File: src/rtl/alu.sv
// Registered W-bit arithmetic/logic unit for the accumulator datapath.
// Each cycle the operation chosen by alu_op is applied to operandA/operandB.
// The W-bit result lands in resultAccumulator and the Z/N/C/V status in flags.
// CMP, TST and undefined opcodes leave the result register untouched, and
// undefined opcodes also hold the flags.
module alu #(
    parameter int W = 16
) (
    input  logic         clk,
    input  logic         rst_n,
    input  logic [4:0]   alu_op,
    input  logic [W-1:0] operandA,
    input  logic [W-1:0] operandB,
    output logic [W-1:0] resultAccumulator,
    output logic [3:0]   flags
);

    // Width of the shift-amount field taken from operandB.
    localparam int SW = $clog2(W);

    // The constant 1, used as the implicit operand of INC and DEC.
    localparam logic [W-1:0] ONE_W = {{(W-1){1'b0}}, 1'b1};

    typedef enum logic [4:0] {
        OP_ADD = 5'b00000,
        OP_SUB = 5'b00001,
        OP_AND = 5'b00010,
        OP_OR  = 5'b00011,
        OP_MOV = 5'b00100,
        OP_XOR = 5'b00101,
        OP_NOT = 5'b00110,
        OP_LSL = 5'b00111,
        OP_LSR = 5'b01000,
        OP_ASR = 5'b01001,
        OP_INC = 5'b01010,
        OP_DEC = 5'b01011,
        OP_CMP = 5'b01100,
        OP_TST = 5'b01101,
        OP_MUL = 5'b01110
    } alu_op_e;

    // ------------------------------------------------------------------
    // Flag helper functions
    // ------------------------------------------------------------------

    // Signed overflow of a + b: operands agree in sign, sum disagrees.
    function automatic logic add_ovf(input logic a_msb, input logic b_msb, input logic s_msb);
        return (a_msb == b_msb) && (s_msb != a_msb);
    endfunction

    // Signed overflow of a - b: operands differ in sign, difference
    // takes the sign of b.
    function automatic logic sub_ovf(input logic a_msb, input logic b_msb, input logic d_msb);
        return (a_msb != b_msb) && (d_msb != a_msb);
    endfunction

    // The full product fits in W bits only if its top half is the sign
    // extension of the low half.
    function automatic logic mul_ovf(input logic [2*W-1:0] p);
        return p[2*W-1:W] != {W{p[W-1]}};
    endfunction

    // Assemble {Z, N, C, V} from a computed value and its carry/overflow.
    function automatic logic [3:0] pack_flags(input logic [W-1:0] value,
                                              input logic c,
                                              input logic v);
        return {(value == {W{1'b0}}), value[W-1], c, v};
    endfunction

    // ------------------------------------------------------------------
    // Datapath
    // ------------------------------------------------------------------
    alu_op_e             op_s;
    logic [W-1:0]        addend_s;
    logic [W:0]          sum_s;
    logic [W:0]          diff_s;
    logic [SW-1:0]       shamt_s;
    logic [W:0]          lsl_s;
    logic [W:0]          lsr_s;
    logic signed [W:0]   asr_s;
    logic [2*W-1:0]      prod_s;

    logic [W-1:0]        value_s;
    logic                carry_s;
    logic                ovf_s;
    logic                load_res_s;
    logic                load_flags_s;

    logic [W-1:0]        res_q;
    logic [W-1:0]        res_d;
    logic [3:0]          flags_q;
    logic [3:0]          flags_d;

    assign op_s    = alu_op_e'(alu_op);
    assign shamt_s = operandB[SW-1:0];

    // INC and DEC reuse the adder and subtractor with an implicit operand of 1.
    always_comb begin
        addend_s = operandB;
        if ((op_s == OP_INC) || (op_s == OP_DEC)) begin
            addend_s = ONE_W;
        end else begin
            addend_s = operandB;
        end
    end

    // Shared arithmetic, shift and multiply units. Each is widened by one
    // bit so that the carry, borrow or last shifted-out bit appears as an
    // extra bit. A shift amount of 0 leaves that extra bit clear.
    always_comb begin
        sum_s  = {1'b0, operandA} + {1'b0, addend_s};
        diff_s = {1'b0, operandA} - {1'b0, addend_s};
        lsl_s  = {1'b0, operandA} << shamt_s;
        lsr_s  = {operandA, 1'b0} >> shamt_s;
        asr_s  = $signed({operandA, 1'b0}) >>> shamt_s;
        prod_s = {{W{operandA[W-1]}}, operandA} * {{W{operandB[W-1]}}, operandB};
    end

    // Operation decode: select the computed value and its carry/overflow,
    // and decide whether the result and/or flag registers load this cycle.
    always_comb begin
        value_s      = {W{1'b0}};
        carry_s      = 1'b0;
        ovf_s        = 1'b0;
        load_res_s   = 1'b1;
        load_flags_s = 1'b1;
        case (op_s)
            OP_ADD, OP_INC: begin
                value_s = sum_s[W-1:0];
                carry_s = sum_s[W];
                ovf_s   = add_ovf(operandA[W-1], addend_s[W-1], sum_s[W-1]);
            end
            OP_SUB, OP_DEC: begin
                value_s = diff_s[W-1:0];
                carry_s = diff_s[W];
                ovf_s   = sub_ovf(operandA[W-1], addend_s[W-1], diff_s[W-1]);
            end
            OP_CMP: begin
                value_s    = diff_s[W-1:0];
                carry_s    = diff_s[W];
                ovf_s      = sub_ovf(operandA[W-1], addend_s[W-1], diff_s[W-1]);
                load_res_s = 1'b0;
            end
            OP_AND: begin
                value_s = operandA & operandB;
            end
            OP_TST: begin
                value_s    = operandA & operandB;
                load_res_s = 1'b0;
            end
            OP_OR: begin
                value_s = operandA | operandB;
            end
            OP_XOR: begin
                value_s = operandA ^ operandB;
            end
            OP_NOT: begin
                value_s = ~operandA;
            end
            OP_MOV: begin
                value_s = operandB;
            end
            OP_LSL: begin
                value_s = lsl_s[W-1:0];
                carry_s = lsl_s[W];
            end
            OP_LSR: begin
                value_s = lsr_s[W:1];
                carry_s = lsr_s[0];
            end
            OP_ASR: begin
                value_s = asr_s[W:1];
                carry_s = asr_s[0];
            end
            OP_MUL: begin
                value_s = prod_s[W-1:0];
                carry_s = mul_ovf(prod_s);
                ovf_s   = mul_ovf(prod_s);
            end
            default: begin
                load_res_s   = 1'b0;
                load_flags_s = 1'b0;
            end
        endcase
    end

    // Next-state selection: load the new value or hold the previous one.
    always_comb begin
        res_d   = res_q;
        flags_d = flags_q;
        if (load_res_s) begin
            res_d = value_s;
        end else begin
            res_d = res_q;
        end
        if (load_flags_s) begin
            flags_d = pack_flags(value_s, carry_s, ovf_s);
        end else begin
            flags_d = flags_q;
        end
    end

    // Result and status registers. Reset clears both at once, without
    // waiting for a clock edge.
    always_ff @(posedge clk or negedge rst_n) begin
        if (!rst_n) begin
            res_q   <= {W{1'b0}};
            flags_q <= 4'b0000;
        end else begin
            res_q   <= res_d;
            flags_q <= flags_d;
        end
    end

    assign resultAccumulator = res_q;
    assign flags             = flags_q;

endmodule

File: config.mk
export PLATFORM = sky130hd
export DESIGN_NAME = alu
export DESIGN_NICKNAME = d
export VERILOG_FILES = /design/src/rtl/alu.sv
export SDC_FILE = /design/constraint.sdc
export NUM_CORES = 1
export LEC_CHECK = 0
export CORE_MARGIN = 1
export CORE_UTILIZATION = 45
export CTS_CLUSTER_SIZE = 8
export DETAILED_ROUTE_END_ITERATION = 12
export HOLD_SLACK_MARGIN = 0.1
export PLACE_DENSITY = 0.6
export SKIP_LAST_GASP = 1
export SLEW_MARGIN = 20
export SYNTH_ARGS = -nofsm -noshare
export SYNTH_HDL_FRONTEND = slang
export SYNTH_SLANG_ARGS = --single-unit
export TNS_END_PERCENT = 10
File: constraint.sdc
create_clock -name clk -period 2.05 [get_ports clk]
set_input_delay 0.205 -clock clk [delete_from_list [all_inputs] [get_ports clk]]
set_output_delay 0.205 -clock clk [all_outputs]
set_load 0.01 [all_outputs]
# Word-level counts from Yosys, hierarchy flattened
# Cells that the tools add are included.
# W data, S select, Z words.
[classes]
bitwise_logic = 4
shift = 3
add_sub_neg = 2
eq_ne = 19
mul = 1
mux = 6
reduce_logical = 10
[op_table]
columns = ["operator", "n"]
rows = [
  ["$pmux W16 S11", 1],
  ["$eq A5 B4 Y1 const B", 7],
  ["$mul A16 B16 Y32", 1],
  ["$eq A5 B3 Y1 const B", 4],
  ["$add A16 B16 Y17", 1],
  ["$shl A16 B4 Y17", 1],
  ["$shr A17 B4 Y17", 1],
  ["$sshr A17 B4 Y17", 1],
  ["$sub A16 B16 Y17", 1],
  ["$and A16 B16 Y16", 1],
  ["$logic_not A16 Y1", 1],
  ["$mux W16", 1],
  ["$ne A16 B16 Y1", 1],
  ["$not A16 Y16", 1],
  ["$or A16 B16 Y16", 1],
  ["$xor A16 B16 Y16", 1],
  ["$reduce_or A15 Y1", 1],
  ["$reduce_or A13 Y1", 1],
  ["$eq A5 B2 Y1 const B", 2],
  ["$pmux W1 S6", 1],
  ["$eq A5 B1 Y1 const B", 1],
  ["$logic_not A5 Y1", 1],
  ["$reduce_or A2 Y1", 2],
  ["$ne A1 B1 Y1", 3],
  ["6 further kinds", 8],
]
[totals]
ff_bits = 20
wordCells = 47
in_bits = 39
out_inout_bits = 20

# Longest topological paths before layout
[logic_depth]
ltp_word = 7
ltp_mapped = 30
ltp_nobuf = 25

# Worst setup path before layout
# No wires, ideal clock.
[synth_path]
kind = "input-to-reg"
from = "input port operandB[1]"
to = "register flags_q[0] (netlist: flags[0])"
arrival_time_ns = 7.247
t_required_ns = 1.925
path_slack_ns = -5.322
cell_stages = 27
cell_sequence = "clkbuf_8 -> buf_2 -> buf_2 -> buf_2 -> buf_1 -> nand2_1 -> fa_1 -> inv_1 -> fa_1 -> inv_1 -> fa_1 -> fa_1 -> fa_1 -> fa_1 -> inv_1 -> ha_1 -> clkbuf_1 -> a21oi_1 -> o221a_2 -> o21ai_0 -> o21ba_2 -> o31a_1 -> or4_1 -> a2111oi_2 -> nand4b_1 -> a21oi_1 -> o21ai_1"
[synth_between]
elab_chain_len = 5
[synth_lines]
columns = ["item", "line", "source"]
rows = [
  ["from (decl)", "13", "input logic [W-1:0] operandB,"],
  ["parallel branches: the longest is 4 deep, another holds $mul A16 B16 Y32", "-", ""],
  ["$pmux W1 S3 (*)", "127", "case (op_s)"],
  ["to (signal assigned)", "211", "flags_q <= flags_d;"],
  ["to (decl)", "91", "logic [3:0] flags_q;"],
]
# Every way passes the cells marked *.
# A chain may end at the register's enable or synchronous reset.

# Worst setup path in the final report
[layout_path]
from = "input port operandA[14]"
to = "register flags_q[0] (netlist: flags[0])"
[layout_between]
elab_chain_len = 4
[layout_lines]
columns = ["item", "line", "source"]
rows = [
  ["from (decl)", "12", "input logic [W-1:0] operandA,"],
  ["parallel branches: the longest is 3 deep, another holds $mul A16 B16 Y32", "-", ""],
  ["$pmux W1 S3 (*)", "127", ""],
]
# Marks and branches as above.

==> report_table.html <==
<table>
<tr><th>Metric</th><th>Value</th></tr>
<tr><th colspan="2">STA</th></tr>
<tr><td>Max_slew headroom</td><td>53.93%</td></tr>
<tr><td>Max-slew violations</td><td>0</td></tr>
<tr><td>Final setup skew</td><td>0 ns</td></tr>
<tr><td>Setup repair after global routing missed its margin</td><td>true</td></tr>
<tr><td>Final clock period utilization by the worst path</td><td>308.6%</td></tr>
<tr><td>Setup violations, final</td><td>20</td></tr>
<tr><td>Worst setup slack after layout</td><td>-4.277 ns</td></tr>
<tr><td>Final Hold Violating Endpoints</td><td>0</td></tr>
<tr><td>Fmax</td><td>158.1 MHz</td></tr>
<tr><td>Final critical path time including I/O delays and setup</td><td>6.327 ns</td></tr>
<tr><td>Transition at the pin with the smallest max-transition slack</td><td>0.6862 ns</td></tr>
<tr><th colspan="2">Placement</th></tr>
<tr><td>Routability congestion estimate</td><td>1.018</td></tr>
<tr><td>Area after detailed placement</td><td>19900 um2</td></tr>
<tr><td>Count of input and output buffers</td><td>58</td></tr>
<tr><td>HPWL after DPL</td><td>48100 um</td></tr>
<tr><th colspan="2">Cells and area</th></tr>
<tr><td>Ant. Diodes</td><td>0</td></tr>
<tr><td>Number of nets in the finished design</td><td>2775</td></tr>
<tr><td>Cell area after layout</td><td>21030 um2</td></tr>
<tr><td>Layout cell share with drive strength beyond 1</td><td>31.28%</td></tr>
<tr><td>Area added between synthesis and finish</td><td>37.12%</td></tr>
<tr><th colspan="2">Synthesis</th></tr>
<tr><td>Most frequent cell after synthesis</td><td>inv_1</td></tr>
<tr><td>Leading post-synthesis cells by cell area</td><td>fa_1 (34%), ha_1 (12%), inv_1 (7.4%)</td></tr>
<tr><td>Number of distinct library cell variants in the gate-level netlist after synthesis</td><td>96</td></tr>
<tr><td>Ys flop type</td><td>dfrtp_1</td></tr>
<tr><td>Post-synth EDFFs</td><td>0</td></tr>
<tr><td>Cell type contributing the most total cell area after synthesis</td><td>fa_1</td></tr>
<tr><td>Synth cell count leaders</td><td>inv_1 (303), fa_1 (264), nand2_1 (250)</td></tr>
<tr><td>Netlist Area Pre-Place</td><td>15330 um2</td></tr>
<tr><td>Yosys warnings</td><td>0</td></tr>
<tr><td>Yosys reg bits</td><td>20</td></tr>
<tr><td>Syn nets</td><td>2290</td></tr>
<tr><td>Post-synthesis async set-or-reset flop share</td><td>100.0%</td></tr>
<tr><td>Avg Synthesized Cell Area</td><td>8.343 um2</td></tr>
<tr><td>Sequential area share after synthesis</td><td>3.264%</td></tr>
<tr><td>Share of the synthesized area in the top cell type</td><td>34.46%</td></tr>
<tr><td>Instance count of the mapped netlist</td><td>1838</td></tr>
<tr><th colspan="2">Route</th></tr>
<tr><td>Average via count per standard cell</td><td>5.600</td></tr>
<tr><td>Total number of vias</td><td>15510</td></tr>
<tr><td>Total Wirelength</td><td>58230 um</td></tr>
<tr><td>Number of detailed-routing iterations run before antenna repair</td><td>8</td></tr>
<tr><td>DR WL/cell</td><td>21.03 um</td></tr>
<tr><td>Number of nets still failing antenna checks after routing</td><td>0</td></tr>
<tr><td>Iter 0 DRT Violations</td><td>1348</td></tr>
<tr><td>Residual DRC</td><td>0</td></tr>
<tr><th colspan="2">Clocking</th></tr>
<tr><td>Clock tree buffer depth</td><td>2</td></tr>
<tr><td>Number of H-tree branching levels</td><td>1</td></tr>
<tr><td>Hold-fix buffer count after cts</td><td>0</td></tr>
<tr><td>TritonCTS clock tree</td><td>done</td></tr>
<tr><td>Clock-pin slew on the worst setup and hold paths</td><td>0.07 ns</td></tr>
<tr><td>Clock Root Buffer</td><td>clkbuf_16</td></tr>
<tr><td>Source-to-sink clock delay at the later pin of the worst-skew pair</td><td>0.27 ns</td></tr>
<tr><td>TritonCTS sink count</td><td>20</td></tr>
<tr><td>CTS Buf Count</td><td>3</td></tr>
<tr><th colspan="2">GRT</th></tr>
<tr><td>Global-route wire length before repair</td><td>91490 um</td></tr>
<tr><td>Number of antenna violations at the first check in global routing</td><td>0</td></tr>
<tr><td>Largest net degree at the start of global routing</td><td>31</td></tr>
<tr><td>Number of global-route vias before repair</td><td>16080</td></tr>
<tr><td>Global-route usage over all layers</td><td>33.98%</td></tr>
<tr><td>Congestion Overflow GR</td><td>0</td></tr>
<tr><th colspan="2">Setup path</th></tr>
<tr><td>Worst endpoint required time</td><td>2.20 ns</td></tr>
<tr><td>Slowest CP cell</td><td>fa_2</td></tr>
<tr><td>Worst stage delay on the critical path</td><td>0.60 ns</td></tr>
<tr><td>Critical path fanouts, max</td><td>4</td></tr>
<tr><td>Type of the setup path with the least slack</td><td>in2reg</td></tr>
<tr><td>Critical path arrival</td><td>6.48 ns</td></tr>
<tr><td>Worst Setup SP</td><td>operandA[14]</td></tr>
<tr><td>Cell repeated most along the worst path</td><td>buf_4</td></tr>
<tr><td>Startpoint type of the worst setup path</td><td>primary input</td></tr>
<tr><td>Critical R2R Launch</td><td>flags[1]</td></tr>
<tr><td>Endpoint kind of the worst setup timing path</td><td>flop</td></tr>
<tr><th colspan="2">Run status</th></tr>
<tr><td>Violations in the final reports</td><td>setup timing</td></tr>
<tr><td>Outcome</td><td>finished with violations</td></tr>
<tr><th colspan="2">Run</th></tr>
<tr><td>Max capacitance violation total</td><td>0</td></tr>
<tr><th colspan="2">Die</th></tr>
<tr><td>Core Area</td><td>33530 um2</td></tr>
<tr><td>Floorplan die area</td><td>34820 um2</td></tr>
<tr><td>Die Wd</td><td>186.6 um</td></tr>
<tr><td>Initial Utilization</td><td>45.73%</td></tr>
<tr><td>Die outline height</td><td>186.6 um</td></tr>
<tr><td>Number of placed I/O pins</td><td>59</td></tr>
<tr><td>Placement Rows</td><td>67</td></tr>
<tr><th colspan="2">Min path</th></tr>
<tr><td>Worst min path class</td><td>in2async</td></tr>
</table>
[worst paths after layout]
check                                             end  slack, ns  depth (start not counted)
worst max-delay path                         flags[0]      -4.28                         28
max in group asynchronous       resultAccumulator[10]       1.51                          2
worst min-delay path             resultAccumulator[9]       0.30                          2
worst min register to register  resultAccumulator[15]       0.48                          2
min in group clk                resultAccumulator[15]       0.48                          2
worst max register to register               flags[1]       0.92                          4
[stage by stage]
step / setup TNS (ns) / setup WS, ns / std cells / utilization (%) / hold WS (ns)
5_1_grt: -62.91 / -4.522 / 2769 / 62.71 / 0.3101
2_1_floorplan: -54.48 / -4.575 / 1838 / - / -0.09059
3_5_place_dp: -70.94 / -5.187 / 2720 / 59.34 / 0.4675
6_report: -58.63 / -4.277 / 2769 / 62.71 / 0.2967
3_3_place_gp: -70.81 / -5.071 / 2720 / 59.34 / 0.4592
4_1_cts: -58.99 / -4.296 / 2767 / 62.25 / 0.2974
[layer usage]
layer	track usage, %	wire length [um]	up-vias
li1	-	-	7057
met1	46.34	24120	7603
met3	4.928	4869	110
met5	0	0	-
met4	12.20	2386	0
met2	54.99	26860	737
[cell type report]
class | instances | area (um2)
Tap cell | 448 | 560.5
Multi-Input combinational cell | 1405 | 13700
Sequential cell | 20 | 500.5
Timing Repair Buffer | 579 | 4982
Fill cell | 2974 | 12510
Inverter | 314 | 1212
Clock buffer | 3 | 75.07
[cell families after synthesis]
group                    after synthesis  share of synthesized area, %
AND/OR/NAND/NOR                      566                         16.50
XOR/XNOR                              38                         2.170
buffers and inverters                413                         11.06
adder cells (fa/ha/maj)              413                         46.62
multiplexers                          45                         4.773
AO/OA/AOI/OAI                        343                         15.62
flip-flops                            20                         3.264
[registers in the layout, indices dropped and copies added (netlist names)]
register / count
resultAccumulator: 16
flags: 4
[worst max-delay path, delay by kind of cell]
family	cells	cell delay [ns]
buffers and inverters	10	1.40
adder cells (fa/ha/maj)	7	3.20
AND/OR/NAND/NOR	5	0.67
AO/OA/AOI/OAI	6	0.98
[repair_timing]
| item | 4_1_cts | 5_1_grt |
|---|---|---|
| resized for setup | 215 | 31 |
| setup buffers | 40 | 2 |
| setup endpoints to repair | 20 | 20 |
| pin swaps | 83 | 39 |
| endpoints found under the hold margin | 0 | 0 |
| gates cloned | 5 | 0 |
[layout by cell type, fill, tap and decap left out, drive strengths merged, types with 8 or more instances in the layout]
| master | instances |
|---|---|
| mux2i | 14 |
| nand2b | 13 |
| or4 | 8 |
| o2111ai | 9 |
| nor3 | 24 |
| mux2 | 13 |
| mux4 | 18 |
| clkdlybuf4s15 | 8 |
| o21ai | 73 |
| nand4 | 10 |
| clkinv | 9 |
| or3 | 11 |
| o21a | 11 |
| xor2 | 13 |
| a31oi | 17 |
| dfrtp | 20 |
| ha | 149 |
| nor4 | 11 |
| a21oi | 67 |
| o22ai | 9 |
| o211ai | 19 |
| buf | 530 |
| inv | 304 |
| a2111oi | 14 |
| a21o | 16 |
| a211oi | 19 |
| xnor2 | 25 |
| nor2 | 172 |
| clkdlybuf4s50 | 27 |
| nand2 | 250 |
| fa | 264 |
| dlygate4sd2 | 8 |
| nand3 | 17 |
| and2 | 15 |
Power is not shown: default switching activity piles up to over one toggle a cycle in this logic, so the estimate is an artifact.
